<file path="src/rtl/dmem_axil_rd_bridge_pkg.sv">
// Shared definitions for the DMEM AXI4-Lite read bridge and its write-error sink.
//   - AXI response codes
//   - read FSM and write sink state encodings
package dmem_axil_rd_bridge_pkg;

    localparam logic [1:0] AXI_RESP_OKAY   = 2'b00;
    localparam logic [1:0] AXI_RESP_SLVERR = 2'b10;

    typedef enum logic [1:0] {
        RD_IDLE = 2'b00,
        RD_RD   = 2'b01,
        RD_CAP  = 2'b10,
        RD_RSP  = 2'b11
    } rd_state_t;

    typedef enum logic {
        W_IDLE = 1'b0,
        W_RESP = 1'b1
    } wr_state_t;

endpackage

</file>
<file path="src/rtl/dmem_axil_rd_bridge_wr_err_sink.sv">
// Write-error sink for read-only AXI4-Lite slaves.
// Accepts one AW and one W beat (either order, or the same cycle), discards them,
// and answers with a single SLVERR on B, held until bready.
// Ports:
//   clk, rst_n              clock, asynchronous active-low reset
//   awvalid/awready         write address handshake (address itself not needed)
//   wvalid/wready           write data handshake (data itself not needed)
//   bresp/bvalid/bready     write response, always SLVERR
module dmem_axil_rd_bridge_wr_err_sink
    import dmem_axil_rd_bridge_pkg::*;
(
    input  logic       clk,
    input  logic       rst_n,
    input  logic       awvalid,
    output logic       awready,
    input  logic       wvalid,
    output logic       wready,
    output logic [1:0] bresp,
    output logic       bvalid,
    input  logic       bready
);

    // state  | meaning
    // W_IDLE | collecting AW and W; each ready drops once its beat is taken
    // W_RESP | both beats taken, bvalid held with SLVERR until bready

    wr_state_t wr_state;
    logic      aw_done;
    logic      w_done;
    logic      aw_got;
    logic      w_got;

    // Include the handshake happening this cycle so AW+W in the same cycle completes at once.
    assign aw_got = aw_done | (awvalid & awready);
    assign w_got  = w_done  | (wvalid  & wready);

    always_ff @(posedge clk or negedge rst_n) begin
        if (!rst_n) begin
            wr_state <= W_IDLE;
            awready  <= 1'b0;
            wready   <= 1'b0;
            bvalid   <= 1'b0;
            bresp    <= AXI_RESP_OKAY;
            aw_done  <= 1'b0;
            w_done   <= 1'b0;
        end else begin
            case (wr_state)
                W_IDLE: begin
                    if (aw_got && w_got) begin
                        wr_state <= W_RESP;
                        awready  <= 1'b0;
                        wready   <= 1'b0;
                        bvalid   <= 1'b1;
                        bresp    <= AXI_RESP_SLVERR;
                        aw_done  <= 1'b0;
                        w_done   <= 1'b0;
                    end else begin
                        aw_done <= aw_got;
                        w_done  <= w_got;
                        awready <= ~aw_got;
                        wready  <= ~w_got;
                    end
                end
                W_RESP: begin
                    if (bready) begin
                        wr_state <= W_IDLE;
                        bvalid   <= 1'b0;
                        awready  <= 1'b1;
                        wready   <= 1'b1;
                    end
                end
                default: wr_state <= W_IDLE;
            endcase
        end
    end

endmodule

</file>
<file path="src/rtl/dmem_axil_rd_bridge.sv">
// AXI4-Lite slave giving the interconnect read access to the RV32I data memory
// through its read-only side port. Writes are absorbed and answered with SLVERR.
// Ports:
//   clk, rst_n                          clock, asynchronous active-low reset
//   s_axil_ar*/s_axil_r*                AXI4-Lite read channels (one read outstanding)
//   s_axil_aw*/s_axil_w*/s_axil_b*      AXI4-Lite write channels (always SLVERR)
//   dmem_re_o, dmem_addr_o              DMEM side-port read request (byte offset, word aligned)
//   dmem_data_i                         DMEM side-port data, valid the cycle after dmem_re_o
module dmem_axil_rd_bridge
    import dmem_axil_rd_bridge_pkg::*;
#(
    parameter int          RV32I_DMEM_DEPTH = 4,
    parameter logic [31:0] DMEM_BASE        = 32'h0
)
(
    input  logic        clk,
    input  logic        rst_n,
    input  logic [31:0] s_axil_araddr,
    input  logic        s_axil_arvalid,
    output logic        s_axil_arready,
    output logic [31:0] s_axil_rdata,
    output logic [1:0]  s_axil_rresp,
    output logic        s_axil_rvalid,
    input  logic        s_axil_rready,
    input  logic [31:0] s_axil_awaddr,
    input  logic        s_axil_awvalid,
    output logic        s_axil_awready,
    input  logic [31:0] s_axil_wdata,
    input  logic        s_axil_wvalid,
    output logic        s_axil_wready,
    output logic [1:0]  s_axil_bresp,
    output logic        s_axil_bvalid,
    input  logic        s_axil_bready,
    output logic        dmem_re_o,
    output logic [31:0] dmem_addr_o,
    input  logic [31:0] dmem_data_i
);

    // state   | meaning
    // RD_IDLE | arready high, waiting for an AR handshake
    // RD_RD   | dmem_re_o pulsed (unless out of range)
    // RD_CAP  | DMEM data valid, capture into rdata/rresp
    // RD_RSP  | rvalid held until rready

    localparam logic [31:0] DMEM_BYTES = 32'(RV32I_DMEM_DEPTH * 1024);

    rd_state_t   rd_state;
    logic [29:0] offset_q;
    logic        err_q;

    logic [32:0] ar_diff;
    logic [31:0] ar_offset;
    logic        ar_err;
    logic        ar_hs;
    logic        unused_bits;

    // Subtract in 33 bits so the borrow flags addresses below DMEM_BASE without wrapping.
    assign ar_diff   = {1'b0, s_axil_araddr} - {1'b0, DMEM_BASE};
    assign ar_offset = ar_diff[31:0];
    assign ar_err    = ar_diff[32] | (ar_offset >= DMEM_BYTES);
    assign ar_hs     = s_axil_arvalid & s_axil_arready;

    assign dmem_addr_o = {offset_q, 2'b00};

    // Write payloads and byte-lane address bits carry no meaning for this slave.
    assign unused_bits = ^{s_axil_awaddr, s_axil_wdata, ar_offset[1:0]};

    always_ff @(posedge clk or negedge rst_n) begin
        if (!rst_n) begin
            rd_state       <= RD_IDLE;
            s_axil_arready <= 1'b0;
            s_axil_rvalid  <= 1'b0;
            s_axil_rdata   <= 32'h0;
            s_axil_rresp   <= AXI_RESP_OKAY;
            dmem_re_o      <= 1'b0;
            offset_q       <= 30'h0;
            err_q          <= 1'b0;
        end else begin
            case (rd_state)
                RD_IDLE: begin
                    if (ar_hs) begin
                        rd_state       <= RD_RD;
                        s_axil_arready <= 1'b0;
                        offset_q       <= ar_offset[31:2];
                        err_q          <= ar_err;
                        dmem_re_o      <= ~ar_err;
                    end else begin
                        s_axil_arready <= 1'b1;
                    end
                end
                RD_RD: begin
                    rd_state  <= RD_CAP;
                    dmem_re_o <= 1'b0;
                end
                RD_CAP: begin
                    rd_state      <= RD_RSP;
                    s_axil_rdata  <= err_q ? 32'h0 : dmem_data_i;
                    s_axil_rresp  <= err_q ? AXI_RESP_SLVERR : AXI_RESP_OKAY;
                    s_axil_rvalid <= 1'b1;
                end
                RD_RSP: begin
                    if (s_axil_rready) begin
                        rd_state       <= RD_IDLE;
                        s_axil_rvalid  <= 1'b0;
                        s_axil_arready <= 1'b1;
                    end
                end
                default: rd_state <= RD_IDLE;
            endcase
        end
    end

    dmem_axil_rd_bridge_wr_err_sink u_wr_sink (
        .clk     (clk),
        .rst_n   (rst_n),
        .awvalid (s_axil_awvalid),
        .awready (s_axil_awready),
        .wvalid  (s_axil_wvalid),
        .wready  (s_axil_wready),
        .bresp   (s_axil_bresp),
        .bvalid  (s_axil_bvalid),
        .bready  (s_axil_bready)
    );

endmodule

</file>
<file path="config.mk">
export PLATFORM = sky130hd
export DESIGN_NAME = dmem_axil_rd_bridge
export DESIGN_NICKNAME = d
export VERILOG_FILES = /design/src/rtl/dmem_axil_rd_bridge_pkg.sv /design/src/rtl/dmem_axil_rd_bridge_wr_err_sink.sv /design/src/rtl/dmem_axil_rd_bridge.sv
export SDC_FILE = /design/constraint.sdc
export NUM_CORES = 1
export LEC_CHECK = 0
export CAP_MARGIN = 10
export CORE_ASPECT_RATIO = 2
export CORE_UTILIZATION = 29
export DETAILED_ROUTE_END_ITERATION = 7
export DONT_BUFFER_PORTS = 1
export GPL_TIMING_DRIVEN = 0
export SYNTH_ARGS = -nofsm -noshare
export SYNTH_HDL_FRONTEND = slang
export SYNTH_SLANG_ARGS = --single-unit
export TNS_END_PERCENT = 10
</file>
<file path="constraint.sdc">
create_clock -name clk -period 2 [get_ports clk]
set_input_delay 0.5 -clock clk [delete_from_list [all_inputs] [get_ports clk]]
set_output_delay 0.5 -clock clk [all_outputs]
set_load 0.02 [all_outputs]
</file>
==> run summary <==
Post-Synthesis Cells -> 239
total grt overflow -> 0
Leakage -> 1.67 nW
Area Growth Syn to Fin -> 17.1%
fin nets -> 391
Post-Syn Area -> 3110 µm²
GPL Wtd Cong -> 0.701
clock sink total -> 76
Sequential Power Share -> 0.489
synth warn -> 0
port bufs -> 0
Clk pwr share -> 0.322
vias in the first global route -> 2,017
violations in the final reports -> negative hold slack
pwr/cell area -> 1520 nW/µm²
met3 Track Usage GR -> 0.0434
CP Capture Type -> flop
Slowest-stage cell, CP -> dfrtp_1
DR pass1 iterations -> 4
global-route usage over all layers -> 0.125
chip width -> 75.2 µm
filler cell count -> 1,090
Post-Place Setup Slack -> -0.0181 ns
via count -> 1,870
timing-limited maximum frequency -> 577 MHz
htree depth -> 3
Most Crowded Layer GR -> met2
most frequent cells in the layout -> dfrtp_1 (76), nor2b_1 (32), mux2_2 (31), a31o_2 (30), clkbuf_16 (9)
setup TNS -> 0 ns
CP Launch Type -> flop
Max FO, Critical Path -> 6
WS Path Type -> reg -> reg
clk_lat worst skew -> 0.32 ns
outcome -> finished with violations
Placeable Area -> 10,500 µm²
Worst EP required -> 2.17 ns
Final Hold Fails -> 76
minimum clock period -> 1.73 ns
Worst Hold Slack -> -0.136 ns
Longest Clk Path Bufs -> 2
Seq/Total Area, Yosys -> 0.611
Synth Area per Inst -> 13.0 µm²
Clock transition at path regs -> 0.06 ns
Initial DRC Count -> 38
Int Pwr -> 3.65 mW
first-pass GRT wire length -> 10.1 mm
CTS tree -> yes
die height -> 148 µm
Max-Cap Viols -> 0
CP bufs+invs -> 1
Antenna diodes -> 0
final period utilization -> 0.866
clk_skew -> 0.00448 ns
total power -> 5.54 mW
DP HPWL -> 5.19 mm
die area -> 11,200 µm²
met1 global-route usage -> 0.121
largest net degree at the start of global routing -> 77
Routed wire per std cell -> 17.6 µm
max-slew violation count -> 0
num rows -> 53
Final ANT Viol Nets -> 0
largest stage delay on the critical path -> 0.41 ns
worst setup margin -> 0.267 ns
CP cell instances -> inv_1 -> ha_1 -> nand3_2 -> nor4_2 -> nand3_1 -> a21boi_0
sw power -> 1.90 mW
logic gate share of total power -> 0.189
worst vdd ir -> 704 µV
Via density -> 4.75
I/O pins -> 209
Largest delay share family, worst path -> simple AND/OR/NAND/NOR gates
Setup Viol. Count Final -> 0
Post-Route WL -> 6.94 mm
DRC -> 0
Inserted Clock Buffers -> 9
commonest non-fill, non-tap cell in the layout -> dfrtp_1
met2 Use GR -> 0.226
root buffer selected by CTS -> clkbuf_16
RSZ-0062 raised after global routing -> false
final core occ -> 0.348
Hold WC Path Type -> in -> async
initial antenna violation count -> 0
share of layout cells above drive strength 1 -> 0.362
#FFs+latches synth -> 76
Initial Util -> 0.297
CP arrival -> 1.91 ns
Yosys cell types -> 27
Switching Fraction -> 0.342
-- power by group through the flow --
| stage | combinational [mW] | sequential (mW) | clock [mW] |
|---|---|---|---|
| 6_report | 1.05 | 2.71 | 1.78 |
| 5_1_grt | 1.16 | 2.77 | 1.89 |
| 4_1_cts | 1.06 | 2.72 | 1.85 |
| 3_5_place_dp | 1.06 | 2.74 | 0 |
| 3_3_place_gp | 1.02 | 2.73 | 0 |
| 2_1_floorplan | 0.848 | 2.63 | 0 |
-- final timing paths --
check / startpoint / slack (ns) / end / depth (start not counted)
worst min-delay path: rst_n / -0.14 / offset_q[6] / 0
worst max register to register: rd_state[0] / 0.27 / err_q / 6
worst max-delay path: rd_state[0] / 0.27 / err_q / 6
max in group asynchronous: rst_n / 2.02 / s_axil_rdata[1] / 0
worst min register to register: u_wr_sink.aw_done / 0.52 / u_wr_sink.aw_done / 2
min in group clk: s_axil_rready / 0.28 / s_axil_rvalid / 1
-- cell usage after synthesis (all sizes together) --
library cell | n | area (µm²)
inv | 7 | 26.3
or4 | 3 | 22.5
nor2 | 7 | 26.3
a31o | 30 | 263
mux2 | 31 | 349
o22ai | 1 | 6.26
nor2b | 32 | 200
a21oi | 2 | 10.0
o32a | 1 | 10.0
nor4 | 3 | 18.8
nand3 | 2 | 10.0
a21boi | 2 | 15.0
a21o | 1 | 7.51
conb | 1 | 3.75
dfrtp | 76 | 1900
o21ai | 8 | 40.0
ha | 4 | 50.1
o22a | 2 | 17.5
clkbuf | 6 | 22.5
or2 | 1 | 6.26
a31oi | 1 | 6.26
nand2b | 2 | 12.5
nor3 | 1 | 5.00
nand2 | 4 | 15.0
buf | 11 | 65.1
-- sequential cells by signal (all words and copies together), names as in the netlist --
register	flops
dmem_re_o	1
err_q	1
offset_q	30
rd_state	2
s_axil_arready	1
s_axil_rdata	32
s_axil_rresp	1
s_axil_rvalid	1
u_wr_sink.aw_done	1
u_wr_sink.awready	1
u_wr_sink.bresp	1
u_wr_sink.bvalid	1
u_wr_sink.w_done	1
u_wr_sink.wr_state	1
u_wr_sink.wready	1
-- per-layer routing --
metal / wire, µm / part of all wire
met3: 660 / 0.095
met5: 0 / 0
met2: 3810 / 0.55
met1: 2360 / 0.34
met4: 116 / 0.017
-- timing repair --
item / 4_1_cts / 5_1_grt
endpoints found under the hold margin: 76 / 76
setup buffers: 0 / 0
resized for setup: 0 / 5
endpoints found under the setup margin: 1 / 16
-- area by class of cell --
type | count | area [µm²] | area share
Clock inverter | 4 | 70.1 | 0.0192
Buffer | 16 | 85.1 | 0.0234
Inverter | 7 | 26.3 | 0.00722
Tap cell | 137 | 171 | 0.0471
Multi-Input combinational cell | 142 | 1120 | 0.308
Clock buffer | 12 | 267 | 0.0732
Sequential cell | 76 | 1900 | 0.522
-- per-stage QoR --
step	area [µm²]	instances
2_1_floorplan	3120	242
3_3_place_gp	3290	379
3_5_place_dp	3290	379
4_1_cts	3630	394
5_1_grt	3640	394
6_report	3640	394
-- cells by family (layout without fill, tap and decap cells) --
| kind of cell | count (synthesis) | count (layout) | synth area share |
|---|---|---|---|
| buffers and inverters | 24 | 39 | 0.0366 |
| AND/OR/NAND/NOR | 55 | 55 | 0.102 |
| multiplexers | 31 | 31 | 0.112 |
| other | 1 | 4 | 0.00121 |
| adder cells (fa/ha/maj) | 4 | 4 | 0.0161 |
| flip-flops | 76 | 76 | 0.611 |
| AO/OA/AOI/OAI | 48 | 48 | 0.121 |
Power figures use the tool's default switching activity.
